`config.mk`:
```
export PLATFORM = sky130hd
export DESIGN_NAME = histogram_fwd_param_flat
export DESIGN_NICKNAME = d
export VERILOG_FILES = /design/src/rtl/histogram_fwd_param_if.sv /design/src/rtl/histogram_fwd_param.sv /design/src/flat_wrapper.sv
export SDC_FILE = /design/constraint.sdc
export NUM_CORES = 1
export LEC_CHECK = 0
export BUFFER_PORTS_ARGS = -buffer_cell sky130_fd_sc_hd__buf_2
export CORE_MARGIN = 2
export CORE_UTILIZATION = 55
export CTS_CLUSTER_SIZE = 25
export DETAILED_ROUTE_END_ITERATION = 8
export PLACE_DENSITY = 0.81
export SLEW_MARGIN = 20
export SYNTH_ARGS = -nofsm -noshare
export SYNTH_HDL_FRONTEND = slang
export SYNTH_SLANG_ARGS = --single-unit
```
`constraint.sdc`:
```
create_clock -name clk -period 6.74 [get_ports clk]
set_input_delay 0.674 -clock clk [delete_from_list [all_inputs] [get_ports clk]]
set_output_delay 0.674 -clock clk [all_outputs]
set_load 0.02 [all_outputs]
```
`src/rtl/histogram_fwd_param_if.sv`:
```
// histogram_fwd_param_if: control handshake plus sample/bin RAM bus of the histogram kernel
//   start/clear_first/num_samples : run request, sampled together
//   busy/valid/sat                : run status
//   arg_0_*                       : sample RAM read port
//   arg_1_*                       : bin RAM read and write ports
//   master = wrapper/RAM side, slave = kernel side
interface histogram_fwd_param_if #(parameter int SAMPLE_W = 8, ADDR_W = 12, COUNT_W = 32);
  logic                start;
  logic                clear_first;
  logic [ADDR_W:0]     num_samples;
  logic                busy;
  logic                valid;
  logic                sat;
  logic [ADDR_W-1:0]   arg_0_raddr_0;
  logic [SAMPLE_W-1:0] arg_0_rdata_0;
  logic [SAMPLE_W-1:0] arg_1_raddr_0;
  logic [COUNT_W-1:0]  arg_1_rdata_0;
  logic [SAMPLE_W-1:0] arg_1_waddr_0;
  logic [COUNT_W-1:0]  arg_1_wdata_0;
  logic                arg_1_wen_0;
  modport master (
    output start, clear_first, num_samples, arg_0_rdata_0, arg_1_rdata_0,
    input  busy, valid, sat, arg_0_raddr_0, arg_1_raddr_0, arg_1_waddr_0, arg_1_wdata_0, arg_1_wen_0
  );
  modport slave (
    input  start, clear_first, num_samples, arg_0_rdata_0, arg_1_rdata_0,
    output busy, valid, sat, arg_0_raddr_0, arg_1_raddr_0, arg_1_waddr_0, arg_1_wdata_0, arg_1_wen_0
  );
endinterface

```
`src/rtl/histogram_fwd_param.sv`:
```
// histogram_fwd_param: II=1 histogram kernel with previous-write forwarding, optional bin clear and saturating counts
//   clk : rising-edge clock
//   rst : asynchronous active-low reset
//   bus : histogram_fwd_param_if slave (handshake, sample RAM read, bin RAM read/write)
module histogram_fwd_param #(
  parameter int SAMPLE_W = 8,
  parameter int ADDR_W   = 12,
  parameter int COUNT_W  = 32
) (
  input logic clk,
  input logic rst,
  histogram_fwd_param_if.slave bus
);
  typedef enum logic [2:0] {IDLE, CLEAR, RUN, DRAIN, DONE} state_t;
  state_t              state_q;
  logic [ADDR_W:0]     cnt_q, n_q;
  logic [SAMPLE_W-1:0] clr_q, p_q, lw_a_q;
  logic [COUNT_W-1:0]  lw_d_q, base_d, wdata_d;
  logic                v1_q, v2_q, v3_q, drn_q, busy_q, valid_q, sat_q;
  logic                issue_d, clr_d, full_d;
  always_comb begin
    issue_d = state_q == RUN && n_q != '0;
    clr_d   = state_q == CLEAR;
    // v3_q marks a write in the previous cycle; the RAM still returns the pre-write value for it
    base_d  = (v3_q && lw_a_q == p_q) ? lw_d_q : bus.arg_1_rdata_0;
    full_d  = &base_d;
    wdata_d = full_d ? base_d : base_d + COUNT_W'(1);
  end
  assign bus.arg_0_raddr_0 = issue_d ? cnt_q[ADDR_W-1:0] : '0;
  assign bus.arg_1_raddr_0 = v1_q ? bus.arg_0_rdata_0 : '0;
  assign bus.arg_1_waddr_0 = v2_q ? p_q : (clr_d ? clr_q : '0);
  assign bus.arg_1_wdata_0 = v2_q ? wdata_d : '0;
  assign bus.arg_1_wen_0   = v2_q | clr_d;
  assign bus.busy          = busy_q;
  assign bus.valid         = valid_q;
  assign bus.sat           = sat_q;
  always_ff @(posedge clk or negedge rst)
    if (!rst) begin
      state_q <= IDLE;
      cnt_q   <= '0;
      n_q     <= '0;
      clr_q   <= '0;
      p_q     <= '0;
      lw_a_q  <= '0;
      lw_d_q  <= '0;
      v1_q    <= 1'b0;
      v2_q    <= 1'b0;
      v3_q    <= 1'b0;
      drn_q   <= 1'b0;
      busy_q  <= 1'b0;
      valid_q <= 1'b0;
      sat_q   <= 1'b0;
    end else begin
      v1_q   <= issue_d;
      v2_q   <= v1_q;
      v3_q   <= v2_q;
      p_q    <= bus.arg_0_rdata_0;
      lw_a_q <= p_q;
      lw_d_q <= wdata_d;
      if (v2_q && full_d) sat_q <= 1'b1;
      case (state_q)
        IDLE, DONE: if (bus.start) begin
          state_q <= bus.clear_first ? CLEAR : RUN;
          n_q     <= bus.num_samples;
          cnt_q   <= '0;
          clr_q   <= '0;
          sat_q   <= 1'b0;
          valid_q <= 1'b0;
          busy_q  <= 1'b1;
        end
        CLEAR: begin
          clr_q <= clr_q + SAMPLE_W'(1);
          if (&clr_q) state_q <= RUN;
        end
        RUN: if (n_q == '0) begin
          state_q <= DONE;
          busy_q  <= 1'b0;
          valid_q <= 1'b1;
        end else begin
          cnt_q <= cnt_q + (ADDR_W+1)'(1);
          if (cnt_q == n_q - (ADDR_W+1)'(1)) begin
            state_q <= DRAIN;
            drn_q   <= 1'b0;
          end
        end
        DRAIN: begin
          drn_q <= 1'b1;
          if (drn_q) begin
            state_q <= DONE;
            busy_q  <= 1'b0;
            valid_q <= 1'b1;
          end
        end
        default: state_q <= IDLE;
      endcase
    end
endmodule

```
`src/flat_wrapper.sv`:
```
// flat-port wrapper written by rule: the top's interface ports become plain ports
module histogram_fwd_param_flat 
#(
  parameter int SAMPLE_W = 8,
  parameter int ADDR_W   = 12,
  parameter int COUNT_W  = 32
)
  (clk, rst, bus_start, bus_clear_first, bus_num_samples, bus_arg_0_rdata_0, bus_arg_1_rdata_0, bus_busy, bus_valid, bus_sat, bus_arg_0_raddr_0, bus_arg_1_raddr_0, bus_arg_1_waddr_0, bus_arg_1_wdata_0, bus_arg_1_wen_0);
  histogram_fwd_param_if #(.SAMPLE_W(SAMPLE_W), .ADDR_W(ADDR_W), .COUNT_W(COUNT_W)) bus_i ();
  input logic clk;
  input logic rst;
  input wire logic [$bits(bus_i.start)-1:0] bus_start;
  input wire logic [$bits(bus_i.clear_first)-1:0] bus_clear_first;
  input wire logic [$bits(bus_i.num_samples)-1:0] bus_num_samples;
  input wire logic [$bits(bus_i.arg_0_rdata_0)-1:0] bus_arg_0_rdata_0;
  input wire logic [$bits(bus_i.arg_1_rdata_0)-1:0] bus_arg_1_rdata_0;
  output wire logic [$bits(bus_i.busy)-1:0] bus_busy;
  output wire logic [$bits(bus_i.valid)-1:0] bus_valid;
  output wire logic [$bits(bus_i.sat)-1:0] bus_sat;
  output wire logic [$bits(bus_i.arg_0_raddr_0)-1:0] bus_arg_0_raddr_0;
  output wire logic [$bits(bus_i.arg_1_raddr_0)-1:0] bus_arg_1_raddr_0;
  output wire logic [$bits(bus_i.arg_1_waddr_0)-1:0] bus_arg_1_waddr_0;
  output wire logic [$bits(bus_i.arg_1_wdata_0)-1:0] bus_arg_1_wdata_0;
  output wire logic [$bits(bus_i.arg_1_wen_0)-1:0] bus_arg_1_wen_0;
  assign bus_i.start = bus_start;
  assign bus_i.clear_first = bus_clear_first;
  assign bus_i.num_samples = bus_num_samples;
  assign bus_i.arg_0_rdata_0 = bus_arg_0_rdata_0;
  assign bus_i.arg_1_rdata_0 = bus_arg_1_rdata_0;
  assign bus_busy = bus_i.busy;
  assign bus_valid = bus_i.valid;
  assign bus_sat = bus_i.sat;
  assign bus_arg_0_raddr_0 = bus_i.arg_0_raddr_0;
  assign bus_arg_1_raddr_0 = bus_i.arg_1_raddr_0;
  assign bus_arg_1_waddr_0 = bus_i.arg_1_waddr_0;
  assign bus_arg_1_wdata_0 = bus_i.arg_1_wdata_0;
  assign bus_arg_1_wen_0 = bus_i.arg_1_wen_0;
  histogram_fwd_param #(.SAMPLE_W(SAMPLE_W), .ADDR_W(ADDR_W), .COUNT_W(COUNT_W)) u_core (.clk(clk), .rst(rst), .bus(bus_i));
endmodule
```
==> impl_metrics.py, run 1 <==
metrics = {
    "setup_path": {
        "cp_data_arrival_time_ns": 4.33,
        "worst_ep_required_time_ns": 6.07,
        "slowest_delay_ns": 0.44,
        "rrSetupSlack_ns": 3.02,
        "crit_chain": "xnor2_1 -> nand4_2 -> nor3_4 -> buf_4 -> nand2_1 -> nand2_1 -> ha_1 -> nand3_1 -> or3_1 -> a31oi_1 -> mux2i_1 -> nor4_1 -> xnor2_1 -> and2_1 -> buf_2",
        "path_class": "flip-flop to output port",
        "r2r-start": "u_core.p_q[3]",
        "cp-endpoint": "bus_arg_1_wdata_0[26]",
        "critPathLaunch": "u_core.p_q[3]",
        "path_max_fanout": 17,
        "start_kind": "flip-flop",
        "r2r_end": "u_core.lw_d_q[12]",
        "rr_worst_depth": 14,
        "critPathCaptureType": "output port",
        "slowest_stage": "nor4_1",
    },
    "sta": {
        "setup_tns_ns": 0,
        "period_minus_slack_ns": 5.00,
        "finalCritPeriodShare": 0.742,
        "clock.fmax_mhz": 200,
        "setup_violations": 0,
        "fin_worst_skew_ns": 0.0109,
        "rsz0062_at_grt": "false",
        "slew_headroom": 0.219,
        "hold_violations": 0,
        "final-max-slew-violation-count": 0,
        "worst_slew_pin_slew_ns": 1.14,
        "final.setup.worst_slack_ns": 1.74,
    },
    "global_route": {
        "grt_pass1_wl_um": 26700,
        "grt_max_degree": 74,
        "track_usage": 0.287,
        "grt_pass1_vias": 5520,
        "grt_overflow": 0,
        "antenna_found_initial": 0,
    },
    "route": {
        "wl_per_cell_um": 17.5,
        "wl_um": 16700,
        "drt_iter0_markers": 504,
        "vias": 5772,
        "drc_errors": 0,
        "antenna_left": 0,
        "routed_via_density": 6.07,
        "dr.pass1.iters": 6,
    },
    "synthesis": {
        "async_reset_ff_frac": 1.00,
        "yosysWarnings": 0,
        "synth_ff_type": "dfrtp_1",
        "syn_nets": 763,
        "synthCells": 701,
        "ys_ff_latch": 92,
        "seq_area_frac_synth": 0.381,
        "post-synth-top-count-cell": "nand2_1",
        "synth_top_area_share": 0.381,
        "netlist_area_sq_mm": 0.00604,
        "yosys-top-cells-area": "dfrtp_1, nand2_1, xnor2_1",
        "yosys.area.top_type": "dfrtp_1",
        "synth_cell_types": 59,
        "syn_avg_cell_area_sq_um": 8.62,
        "synth-edff-count": 0,
        "synthTopCellsByCount": "nand2_1, dfrtp_1, and2_1, xnor2_1, nor2_1",
    },
    "cts": {
        "ctsHoldBuffers": 0,
        "cts_setup_buffers": 0,
        "clockBufferDepth": 2,
        "path_clk_slew_ns": 0.10,
        "root_buffer": "clkbuf_8",
        "clkSinkCount": 92,
        "numCtsBuffers": 9,
        "cts_resized": 0,
        "htree_levels": 3,
        "tritoncts": "built",
        "clk-insertion-delay-late_ns": 0.39,
    },
    "floorplanning": {
        "fp.dieArea_sq_mm": 0.0118,
        "die_w_um": 109,
        "ios": 121,
        "core_sq_mm": 0.0108,
        "num_rows": 38,
        "fp.dieH_um": 109,
        "floorplan.initialDensity": 0.560,
    },
    "pwr": {
        "power.leakage_nw": 2.99,
        "peakVddDrop_mv": 0.314,
        "p_per_area_mw_per_mm2": 280,
    },
    "cells_and_area": {
        "syn_to_final_growth_pct": 14.6,
        "drive_gt1_frac": 0.205,
        "finish.instance_area_sq_mm": 0.00692,
        "n_antenna_cell": 0,
        "utilization": 0.642,
        "nFillCells": 912,
        "fin_nets": 868,
    },
    "place": {
        "dp_slack_ns": 2.27,
        "place_area_sq_mm": 0.00673,
        "io_buffers": 120,
        "place_hpwl_um": 12300,
        "gp_congestion": 1.01,
    },
    "status": {
        "status": "completed",
    },
    "run": {
        "cap_violations": 0,
    },
    "worst_hold_path": {
        "hp-class": "input pin to asynchronous set/reset pin",
    },
}
==> through the flow <==
stage          power (mW)  hold WS [ns]  cells
3_3_place_gp         1.54         0.401    935
4_1_cts              1.95         0.154    951
3_5_place_dp         1.57         0.404    935
5_1_grt              2.08         0.153    951
2_1_floorplan        1.32         0.378    701
6_report             1.94         0.161    951
==> worst max-delay path, delay by kind of cell, from the launching register on <==
kind	cells	cell delay, ns
AOI/OAI and AO/OA	1	0.33
muxes	1	0.30
adders and majority gates	1	0.27
buffers and inverters	2	0.44
DFF	1	0.42
and+or+nand+nor	8	1.68
xor gates and xnor gates	2	0.49
==> power breakdown <==
group / total [mW] / internal [mW] / switching (mW)
sequential: 0.774 / 0.645 / 0.128
clock: 0.370 / 0.151 / 0.219
combinational: 0.796 / 0.296 / 0.500
total: 1.94 / 1.09 / 0.847
==> logic make-up (layout without fill, tap and decap cells) <==
kind of cell	Yosys count	after routing	share of synthesized area
AO/OA/AOI/OAI	110	110	0.119
XOR/XNOR	65	65	0.0942
adder cells (fa/ha/maj)	5	5	0.0104
buffers and inverters	41	151	0.0280
flip-flops	92	92	0.381
multiplexers	39	39	0.0663
AND/OR/NAND/NOR	349	349	0.301
==> cells in the final DEF, fill, tap and decap left out, drive strengths merged, types with 9 or more instances in the layout <==
| cell | Yosys | layout |
|---|---|---|
| clkbuf | 24 | 10 |
| a211oi | 9 | 9 |
| inv | 9 | 11 |
| nor3 | 39 | 39 |
| nor4 | 14 | 14 |
| nor2 | 42 | 42 |
| dfrtp | 92 | 92 |
| nand4 | 31 | 31 |
| mux2i | 34 | 34 |
| nand3 | 21 | 21 |
| a21oi | 24 | 24 |
| a31oi | 12 | 12 |
| xor2 | 22 | 22 |
| xnor2 | 43 | 43 |
| and3 | 16 | 16 |
| o21ai | 29 | 29 |
| buf | 8 | 126 |
| nand2 | 112 | 112 |
| and2 | 43 | 43 |
==> layer usage <==
metal / GRT usage / up-vias / part of all wire
met3: 0.0675 / 52 / 0.090
met4: 0.101 / 0 / 0.026
met2: 0.458 / 297 / 0.47
met5: 0 / - / 0
met1: 0.385 / 2716 / 0.42
li1: - / 2707 / -
==> cell type report <==
cell class / instances / area (sq um) / share of cell area
clock buffers: 10 / 138 / 0.0199
clock inverters: 6 / 56.3 / 0.00813
inverters: 9 / 33.8 / 0.00488
multi-input cells: 568 / 3570 / 0.516
flip-flops and latches: 92 / 2300 / 0.332
well taps: 140 / 175 / 0.0253
repair buffers: 126 / 648 / 0.0936
==> how the worst min path moves through the flow <==
stage,end,slack (ns)
3_3_place_gp,u_core.lw_a_q[0],0.40
6_report,u_core.lw_d_q[13],0.16
4_1_cts,u_core.lw_d_q[3],0.15
5_1_grt,u_core.lw_d_q[3],0.15
2_1_floorplan,u_core.bus.busy,0.38
3_5_place_dp,u_core.lw_a_q[1],0.40
==> flip-flops by register name (all words and copies together) (netlist names), 3 cells and up <==
register	count
u_core.state_q	3
u_core.lw_a_q	8
u_core.p_q	8
u_core.cnt_q	13
u_core.lw_d_q	32
u_core.n_q	13
u_core.clr_q	8
No activity file was read; power rests on OpenSTA's default activity.
==> run 2, diff against run 1 <==
- CORE_UTILIZATION: 55 -> 51
- PLACE_DENSITY: 0.81 -> 0.79
- clock period: 6.74 -> 4.3 ns (I/O delays scaled with it)
==> run 2 against run 1 <==
  * First-iteration DRC count is 5.6% lower
  * Cell count up 1.2%
  * Die area increased by 7.6%
  * Sequential power up 58%
  * Sequential cell count unchanged
  * Largest power group unchanged
==> impl_metrics.py, run 2 (synthesized netlist as in run 1, its figures left out) <==
metrics = {
    "setup_path": {
        "r2r-start": "u_core.p_q[6]",
        "rrSetupSlack_ns": 1.15,
        "start_kind": "flip-flop",
        "worst_ep_required_time_ns": 3.87,
        "path_max_fanout": 6,
        "critPathCaptureType": "output port",
        "cp-endpoint": "bus_arg_1_wdata_0[18]",
        "path_class": "flip-flop to output port",
        "r2r_end": "u_core.lw_d_q[17]",
        "cp_data_arrival_time_ns": 3.63,
        "slowest_stage": "or3_1",
        "slowest_delay_ns": 0.43,
        "crit_chain": "xnor2_1 -> nand3_2 -> or3_1 -> nand2_1 -> nand2_1 -> ha_4 -> and3_1 -> nand4_1 -> a21oi_1 -> mux2i_1 -> buf_4 -> nor2_1 -> xnor2_1 -> and2_1 -> buf_2",
        "critPathLaunch": "u_core.p_q[0]",
        "rr_worst_depth": 12,
    },
    "global_route": {
        "grt_pass1_vias": 5730,
        "antenna_found_initial": 0,
        "track_usage": 0.274,
        "grt_pass1_wl_um": 28200,
        "grt_overflow": 0,
        "grt_max_degree": 61,
    },
    "floorplanning": {
        "num_rows": 39,
        "die_w_um": 113,
        "fp.dieArea_sq_mm": 0.0127,
        "fp.dieH_um": 113,
        "ios": 121,
        "floorplan.initialDensity": 0.527,
        "core_sq_mm": 0.0115,
    },
    "cells_and_area": {
        "reg_top3": "u_core.lw_d_q (32), u_core.cnt_q (13), u_core.n_q (13)",
        "most-common-layout-cells": "buf_2, nand2_1, dfrtp_1, and2_1, nor2_1",
        "final_common_cell": "buf_2",
        "n_antenna_cell": 0,
        "final_cell_count_no_fill": 962,
        "syn_to_final_growth_pct": 18.7,
        "regMostFlops": "u_core.lw_d_q",
        "drive_gt1_frac": 0.226,
        "finish.instance_area_sq_mm": 0.00717,
        "largest_reg_flops": 32,
        "fin_nets": 876,
    },
    "sta": {
        "clock.fmax_mhz": 246,
        "setup_violations": 0,
        "finalCritPeriodShare": 0.944,
        "fin_worst_skew_ns": 0.00572,
        "worst_hold_slack_ns": 0.137,
        "final-max-slew-violation-count": 0,
        "period_minus_slack_ns": 4.06,
        "slew_headroom": 0.499,
        "worst_slew_pin_slew_ns": 0.752,
        "final.setup.worst_slack_ns": 0.240,
        "hold_violations": 0,
    },
    "place": {
        "dp_slack_ns": 0.382,
        "io_buffers": 120,
        "gp_congestion": 0.947,
        "place_area_sq_mm": 0.00678,
        "place_hpwl_um": 13000,
        "placed_cells": 944,
    },
    "run": {
        "cap_violations": 0,
    },
    "cts": {
        "clkSinkCount": 92,
        "clk-insertion-delay-late_ns": 0.35,
        "root_buffer": "clkbuf_16",
        "clockBufferDepth": 2,
        "path_clk_slew_ns": 0.07,
        "htree_levels": 3,
        "numCtsBuffers": 9,
        "tritoncts": "built",
        "ctsHoldBuffers": 0,
    },
    "pwr": {
        "p_per_area_mw_per_mm2": 453,
        "power.leakage_nw": 3.11,
        "finalPower_mw": 3.25,
        "peakVddDrop_mv": 0.364,
    },
    "route": {
        "dr.pass1.iters": 5,
        "vias": 5904,
        "drc_errors": 0,
        "wl_um": 17500,
        "drt_iter0_markers": 476,
        "antenna_left": 0,
        "routed_via_density": 6.14,
        "wl_per_cell_um": 18.2,
    },
    "worst_hold_path": {
        "hp-class": "input pin to asynchronous set/reset pin",
    },
    "status": {
        "status": "completed",
    },
}
## run 2: cell count changes in the layout (fill, tap and decap cells not counted), sizes merged
| cell | before | now |
|---|---|---|
| buf | 126 | 134 |
| clkbuf | 10 | 11 |
| inv | 11 | 10 |
## run 2: through the flow
stage / utilization / setup TNS, ns
final: 0.625 / 0
after global routing: 0.625 / -0.0602
after CTS: 0.616 / 0
after detailed placement: 0.591 / 0
after global placement: 0.591 / 0
after floorplan: - / 0
## run 2: final cells by class
class | count | area, sq um
timing repair buffer | 134 | 708
clock inverter | 5 | 35.0
inverter | 9 | 33.8
multi-input combinational | 568 | 3670
sequential | 92 | 2300
tap | 143 | 179
fill | 964 | 4300
clock buffer | 11 | 243
## run 2: how the worst min path moves through the flow
stage | start | end | slack, ns | cells past startpoint
2_1_floorplan | rst | u_core.bus.busy | 0.13 | 0
3_3_place_gp | u_core.p_q[0] | u_core.lw_a_q[0] | 0.40 | 0
3_5_place_dp | u_core.p_q[4] | u_core.lw_a_q[4] | 0.41 | 0
4_1_cts | rst | u_core.lw_d_q[9] | 0.18 | 1
5_1_grt | bus_arg_0_rdata_0[3] | u_core.p_q[3] | 0.19 | 1
6_report | rst | u_core.lw_d_q[9] | 0.14 | 1
## run 2: critical path, delay by kind of cell, from the launching register on
family / cells / cell delay [ns]
and+or+nand+nor: 8 / 1.39
xor gates and xnor gates: 2 / 0.58
DFF: 1 / 0.40
buffers and inverters: 2 / 0.35
muxes: 1 / 0.27
adders and majority gates: 1 / 0.21
AOI/OAI and AO/OA: 1 / 0.09
## run 2: metal layers
metal,global-route usage,part of all wire,vias to the layer above
met3,0.0434,0.073,58
met4,0.141,0.033,0
met5,0,0,-
met2,0.436,0.47,307
li1,-,-,2749
met1,0.363,0.42,2790
## run 2: power by group
group / leakage (nW) / internal [mW] / total, mW / switching (mW)
Clock: 0.136 / 0.409 / 0.763 / 0.353
Sequential: 1.13 / 1.01 / 1.22 / 0.206
Combinational: 1.84 / 0.472 / 1.26 / 0.792
Total: 3.11 / 1.89 / 3.25 / 1.35
## run 2: what timing repair did
item,4_1_cts,5_1_grt
buffers inserted,0,2
pin swaps,0,2
endpoints found under the setup margin,1,25
resized for setup,1,14
